$ cat config.mk
export PLATFORM = sky130hd
export DESIGN_NAME = wr_ctrl
export DESIGN_NICKNAME = d
export VERILOG_FILES = /design/src/rtl/matrix_pkg.sv /design/src/rtl/wr_ctrl.sv
export SDC_FILE = /design/constraint.sdc
export NUM_CORES = 1
export LEC_CHECK = 0
export ABC_AREA = 1
export CAP_MARGIN = 20
export CELL_PAD_IN_SITES_DETAIL_PLACEMENT = 0
export CELL_PAD_IN_SITES_GLOBAL_PLACEMENT = 1
export CORE_MARGIN = 2
export CORE_UTILIZATION = 34
export CTS_CLUSTER_SIZE = 8
export DETAILED_ROUTE_END_ITERATION = 10
export PLACE_DENSITY_LB_ADDON = 0.2
export SLEW_MARGIN = 20
export SYNTH_ARGS = -nofsm -noshare
export SYNTH_HDL_FRONTEND = slang
export SYNTH_SLANG_ARGS = --single-unit
export TNS_END_PERCENT = 10
$ cat constraint.sdc
create_clock -name clk -period 1.84 [get_ports clk]
set_clock_uncertainty 0.1 [all_clocks]
set_input_delay 0.46 -clock clk [delete_from_list [all_inputs] [get_ports clk]]
set_output_delay 0.46 -clock clk [all_outputs]
set_load 0.01 [all_outputs]
$ cat src/rtl/matrix_pkg.sv
// Shared constants and write-side state type for the matrix transpose buffer.
// Both the write and read controllers take their default frame geometry from here.
package matrix_pkg;

   localparam int DEF_ROW         = 64;
   localparam int DEF_CLO         = 2400;
   localparam int DEF_ADDR_WIDTH  = 18;
   localparam int DEF_DATA_WIDTH  = 32;
   localparam int FRAME_WORDS     = DEF_ROW * DEF_CLO;

   typedef enum logic [1:0] {
      FILL    = 2'd0,
      LAST    = 2'd1,
      CMD     = 2'd2,
      WAIT_RD = 2'd3
   } wr_state_t;

endpackage

$ cat src/rtl/wr_ctrl.sv
// Write-side controller of the transpose buffer: fills one ROW x CLO frame into RAM, then hands off to the reader.
// Optional completed-frame counter output enabled by defining WR_CTRL_FRAME_CNT_EN.
//
// state   | meaning
// FILL    | accepting stream words, writing sequential addresses
// LAST    | final word of the frame being written, stream stalled
// CMD     | rd_command high, frame fully in RAM
// WAIT_RD | stream stalled until the reader reports rd_finish
module wr_ctrl
   import matrix_pkg::*;
#(
   parameter int ADDR_WIDTH = DEF_ADDR_WIDTH,
   parameter int DATA_WIDTH = DEF_DATA_WIDTH,
   parameter int ROW        = DEF_ROW,
   parameter int CLO        = DEF_CLO
) (
   input  logic                  clk,
   input  logic                  rst_n,
   input  logic                  s_valid,
   input  logic [DATA_WIDTH-1:0] s_data,
   output logic                  s_ready,
   output logic                  wr_en,
   output logic [ADDR_WIDTH-1:0] wr_addr,
   output logic [DATA_WIDTH-1:0] wr_data,
   output logic                  rd_command,
`ifdef WR_CTRL_FRAME_CNT_EN
   output logic [15:0]           frame_cnt,
`endif
   input  logic                  rd_finish
);

   localparam logic [ADDR_WIDTH-1:0] LAST_ADDR = ADDR_WIDTH'(ROW * CLO - 1);

   wr_state_t             state;
   logic [ADDR_WIDTH-1:0] cnt;
   logic                  xfer;

   assign s_ready = (state == FILL);
   assign xfer    = s_valid && s_ready;

   always_ff @(posedge clk or negedge rst_n) begin
      if (!rst_n) begin
         state      <= FILL;
         cnt        <= '0;
         wr_en      <= 1'b0;
         wr_addr    <= '0;
         wr_data    <= '0;
         rd_command <= 1'b0;
`ifdef WR_CTRL_FRAME_CNT_EN
         frame_cnt  <= '0;
`endif
      end else begin
         wr_en      <= xfer;
         rd_command <= 1'b0;
         if (xfer) begin
            wr_addr <= cnt;
            wr_data <= s_data;
         end
         unique case (state)
            FILL: begin
               if (xfer) begin
                  // counter only wraps through the end-of-frame transition
                  if (cnt == LAST_ADDR) begin
                     cnt   <= '0;
                     state <= LAST;
                  end else begin
                     cnt <= cnt + 1'b1;
                  end
               end
            end
            LAST: begin
               state      <= CMD;
               rd_command <= 1'b1;
            end
            CMD: begin
               state <= WAIT_RD;
`ifdef WR_CTRL_FRAME_CNT_EN
               frame_cnt <= frame_cnt + 16'd1;
`endif
            end
            WAIT_RD: begin
               if (rd_finish) state <= FILL;
            end
            default: state <= FILL;
         endcase
      end
   end

endmodule

# Word level (Yosys, flattened, before mapping)
# Cells that the tools add are included.
# totals
ff_bits	72
in_bits	36
output_inout_bits	53
word_cells	24
# classes
n_addsub	1
n_eq_ne	7
mux	6
n_reduce_logical	4
# op_table
op	count
$add A18 B1 Y18 const B	1
$eq A18 B18 Y1 const B	1
$mux W18	1
$pmux W2 S4	1
$mux W2	3
$eq A2 B2 Y1 const B	2
$ne A2 B1 Y1 const B	2
$reduce_and A3 Y1	1
$eq A2 B1 Y1 const B	1
$logic_not A2 Y1	1
$ne A2 B2 Y1 const B	1
$reduce_and A2 Y1	1
$logic_and A1 B1 Y1	1
$mux W1	1

# Depth between registers and ports, before layout
# logic_depth
depth_word	4
mapped_depth	10
mapped_depth_nobuf	10

# Least setup slack after synthesis
# Ideal clock, no wire load.
# synth_path
path_kind	register to register
from	register state[0]
to	register cnt[10]
setup_ns	0.130
t_arrival_ns	1.493
required_time_ns	1.610
setup_slack_ns	0.117
stages_incl_launch_ff	10
n_path_buf	0
period_less_slack_ns	1.723
cell_sequence	dfrtp_1 -> inv_1 -> ha_1 -> nand2_2 -> nor2_2 -> nand2_2 -> nor2_2 -> nand2_1 -> o21ai_0 -> a21oi_1
# synth_between
elab_chain_len	3
# synth_lines
element	line_no	rtl
start: declaration	wr_ctrl.sv:34	wr_state_t state;
start signal: assignment	wr_ctrl.sv:43	state <= FILL;
start signal: assignment	wr_ctrl.sv:65	state <= LAST;
start signal: assignment	wr_ctrl.sv:72	state <= CMD;
$logic_not A2 Y1 (*)	wr_ctrl.sv:38	assign s_ready = (state == FILL);
via s_ready	wr_ctrl.sv:21	output logic s_ready,
$logic_and A1 B1 Y1	wr_ctrl.sv:39	assign xfer = s_valid && s_ready;
$reduce_and A2 Y1 (no line) (*)	-	
end signal: assignment	wr_ctrl.sv:67	cnt <= cnt + 1'b1;
end: declaration	wr_ctrl.sv:35	logic [ADDR_WIDTH-1:0] cnt;
# Mark *: on every way through the listed nets, which the timed path passes. The rest lies on a longest branch.
# A chain may end at the register's enable or synchronous reset.

# Worst setup path in the final report
# layout_path
from	register wr_addr[13]
to	output wr_addr[13]
# layout_rtl
element	line_no	rtl
start: declaration	wr_ctrl.sv:23	output logic [ADDR_WIDTH-1:0] wr_addr,
start signal: assignment	wr_ctrl.sv:56	wr_addr <= cnt;
# No word-level cell between the ends.

==> flow_metrics.env <==
export IMPL_vias_per_cell=4.39
export IMPL_clock_latency_ns=0.35
export IMPL_drive_above_1_share_pct=12.4
export IMPL_final_max_slew_viol_count=0
export IMPL_worst_pin_slew_ns=0.402
export IMPL_dp_final_hpwl_um=4840
export IMPL_synth_mux_area_share_pct=0
export IMPL_start_util_pct=35.0
export IMPL_first_global_vias=2585
export IMPL_cp_required_ns=1.28
export IMPL_grtUsageTotal_pct=15.7
export IMPL_clock_root_buffer="clkbuf_8"
export IMPL_drt_wirelength_per_cell_um=12.2
export IMPL_synth_nets=396
export IMPL_timing_critical_path_buf_inv=1
export IMPL_ir_worst_vdd_v=0.000392
export IMPL_p_sw_w=0.00115
export IMPL_whs_ns=-0.0122
export IMPL_drc=0
export IMPL_setup_viol=0
export IMPL_antennaDiodeCount=0
export IMPL_grt_max_degree=73
export IMPL_cts_tree="built"
export IMPL_drtIter0Drc=142
export IMPL_h_tree_depth=3
export IMPL_startpoint_type="flip-flop"
export IMPL_switching_share_pct=26.6
export IMPL_internal_power_w=0.00317
export IMPL_max_clock_freq_ghz=0.555
export IMPL_max_stage_delay_ns=0.54
export IMPL_die_w_um=98.7
export IMPL_slowest_stage="clkdlybuf4s50_1"
export IMPL_power_frac_clock_pct=35.3
export IMPL_syn_area_mm2=0.00305
export IMPL_pin_count=89
export IMPL_netlist_cell_type_count=24
export IMPL_tns_ns=0
export IMPL_core_area_mm2=0.00872
export IMPL_grt_pass1_wl_um=12100
export IMPL_cap_violations=0
export IMPL_rr_startpoint="state[0]$_DFFE_PN0P_"
export IMPL_cp_depth=1
export IMPL_wl_um=7040
export IMPL_synth_cells=354
export IMPL_critical_path_class="reg2out"
export IMPL_gp_congestion=0.813
export IMPL_layout_nets=506
export IMPL_cts_sinks=72
export IMPL_synth_seq_cells=72
export IMPL_leakage_nw=2.61
export IMPL_cts_made_buffers=9
export IMPL_seq_power_share_pct=45.1
export IMPL_reg2reg_depth=9
export IMPL_postCtsSetupBuffers=0
export IMPL_max_slew_margin_rel_pct=73.2
export IMPL_r2r_end="cnt[10]$_DFFE_PN0P_"
export IMPL_regArea_mm2=0.00180
export IMPL_numPortBuffers=88
export IMPL_multi_input_area_mm2=0.00113
export IMPL_vias=2533
export IMPL_globalRoute_totalOverflow=0
export IMPL_synth_compound_area_share_pct=3.45
export IMPL_area_growth_pct=49.3
export IMPL_p_per_area_mw_per_mm2=949
export IMPL_endpoint="wr_addr[13]"
export IMPL_hp_class="in2async"
export IMPL_synthAdderAreaFrac_pct=2.46
export IMPL_cpLargestDelayFamily="buffers and inverters"
export IMPL_cp_max_fo=2
export IMPL_outcome="complete, but fails checks"
export IMPL_yosysTopAreaCell="dfrtp_1"
export IMPL_synth_top_family_by_area="simple AND/OR/NAND/NOR gates"
export IMPL_p_comb_share_pct=19.6
export IMPL_hold_viol_final=4
export IMPL_post_route_min_period_ns=1.80
export IMPL_rsz0062_at_grt="no"
export IMPL_mostFrequentLayoutCell="nand2_1"
export IMPL_antenna_found_initial=0
export IMPL_synth_warnings=0
export IMPL_synth_xor_area_share_pct=2.01
export IMPL_synth_top_area_share_pct=59.1
export IMPL_ys_seq_area_share_pct=59.1
export IMPL_firstDrtPassIters=4
export IMPL_cp_arrival_ns=1.24
export IMPL_rrSetupSlack_ns=0.24
export IMPL_nFillCells=834
export IMPL_cp_startpoint="wr_addr[13]$_DFFE_PN0P_"
export IMPL_cts_buffer_depth=2
export IMPL_cts_clk_slew_worst_paths_ns=0.08
export IMPL_postSynthAreaPerCell_um2=8.62
export IMPL_min_period_over_period_pct=97.9
export IMPL_synth_simple_area_share_pct=28.5
export IMPL_die_area_mm2=0.00975
export IMPL_violations="negative hold slack"
export IMPL_die_h_um=98.7
export IMPL_rows=34
export IMPL_layout_common_cells="nand2_1, dfrtp_1, clkdlybuf4s50_1"
export IMPL_antenna_left=0
export IMPL_path_cells="clkdlybuf4s50_1"
export IMPL_cp_end_kind="primary output"
export IMPL_synthTopCellsByArea="dfrtp_1, nand2_1, ha_1, inv_1, o21ai_0"
export IMPL_p_total_w=0.00432
## power groups by stage
stage	sequential [W]	combinational [W]	clock (W)
floorplan	0.00202	0.000322	0
global placement	0.00198	0.000882	0
detailed placement	0.00198	0.000890	0
CTS	0.00195	0.000893	0.00157
global route	0.00198	0.000957	0.00164
finish	0.00195	0.000846	0.00153
## synth_stat cells, drive strengths merged
cell / n
or2: 1
nor3b: 1
nand4: 2
nor3: 6
xnor2: 2
nand3: 8
inv: 22
a21oi: 6
nor2: 23
clkbuf: 7
ha: 6
o21ai: 15
xor2: 5
dfrtp: 72
buf: 5
nand2: 173
## state kept, by name (all words and copies together), names as in the netlist
register and flops:
cnt 18, rd_command 1, state 2, wr_addr 18, wr_data 32, wr_en 1
## final cells by class
type	instances	share of cell area, %
timing repair buffer	111	25.5
sequential	72	39.6
clock inverter	5	2.28
tap	108	2.97
multi-input combinational	248	24.7
inverter	22	1.81
clock buffer	11	3.11
## worst min path at each step
stage / end / cells after the start / startpoint
finish: rd_command$_DFF_PN0_ / 2 / rst_n
global route: rd_command$_DFF_PN0_ / 2 / rst_n
CTS: rd_command$_DFF_PN0_ / 2 / rst_n
detailed placement: wr_data[16]$_DFFE_PN0P_ / 2 / wr_data[16]$_DFFE_PN0P_
global placement: wr_data[1]$_DFFE_PN0P_ / 2 / wr_data[1]$_DFFE_PN0P_
floorplan: cnt[0]$_DFFE_PN0P_ / 0 / rst_n
## cells by family (layout without fill, tap and decap cells)
logic type,after synthesis,count (layout)
adders and majority gates,6,6
AOI/OAI and AO/OA,21,21
xor gates and xnor gates,7,7
buffers and inverters,34,149
DFF,72,72
and+or+nand+nor,214,214
## stage by stage
step / utilization, % / setup slack [ns] / instances / area [um^2] / hold slack, ns
after global routing: 52.2 / 0.000457 / 577 / 4550 / 0.0334
after floorplan: - / 0.117 / 354 / 3050 / 0.0644
after CTS: 51.1 / 0.00211 / 577 / 4460 / 0.0178
after global placement: 48.2 / -0.181 / 561 / 4210 / 0.361
after detailed placement: 48.2 / -0.233 / 561 / 4210 / 0.364
final: 52.2 / 0.0395 / 577 / 4550 / -0.0122
## routing by layer
metal	track usage (%)	part of all wire (%)	vias up
met4	7.90	2.4	0
met5	0	0	-
met2	24.3	45	65
li1	-	-	1304
met3	3.69	4.8	11
met1	20.6	48	1153
## timing repair
| action | 4_1_cts | 5_1_grt |
|---|---|---|
| gates resized for setup | 4 | 38 |
| endpoints found under the setup margin | 1 | 44 |
| hold buffers | 0 | 0 |
(Power assumes the default switching activity.)
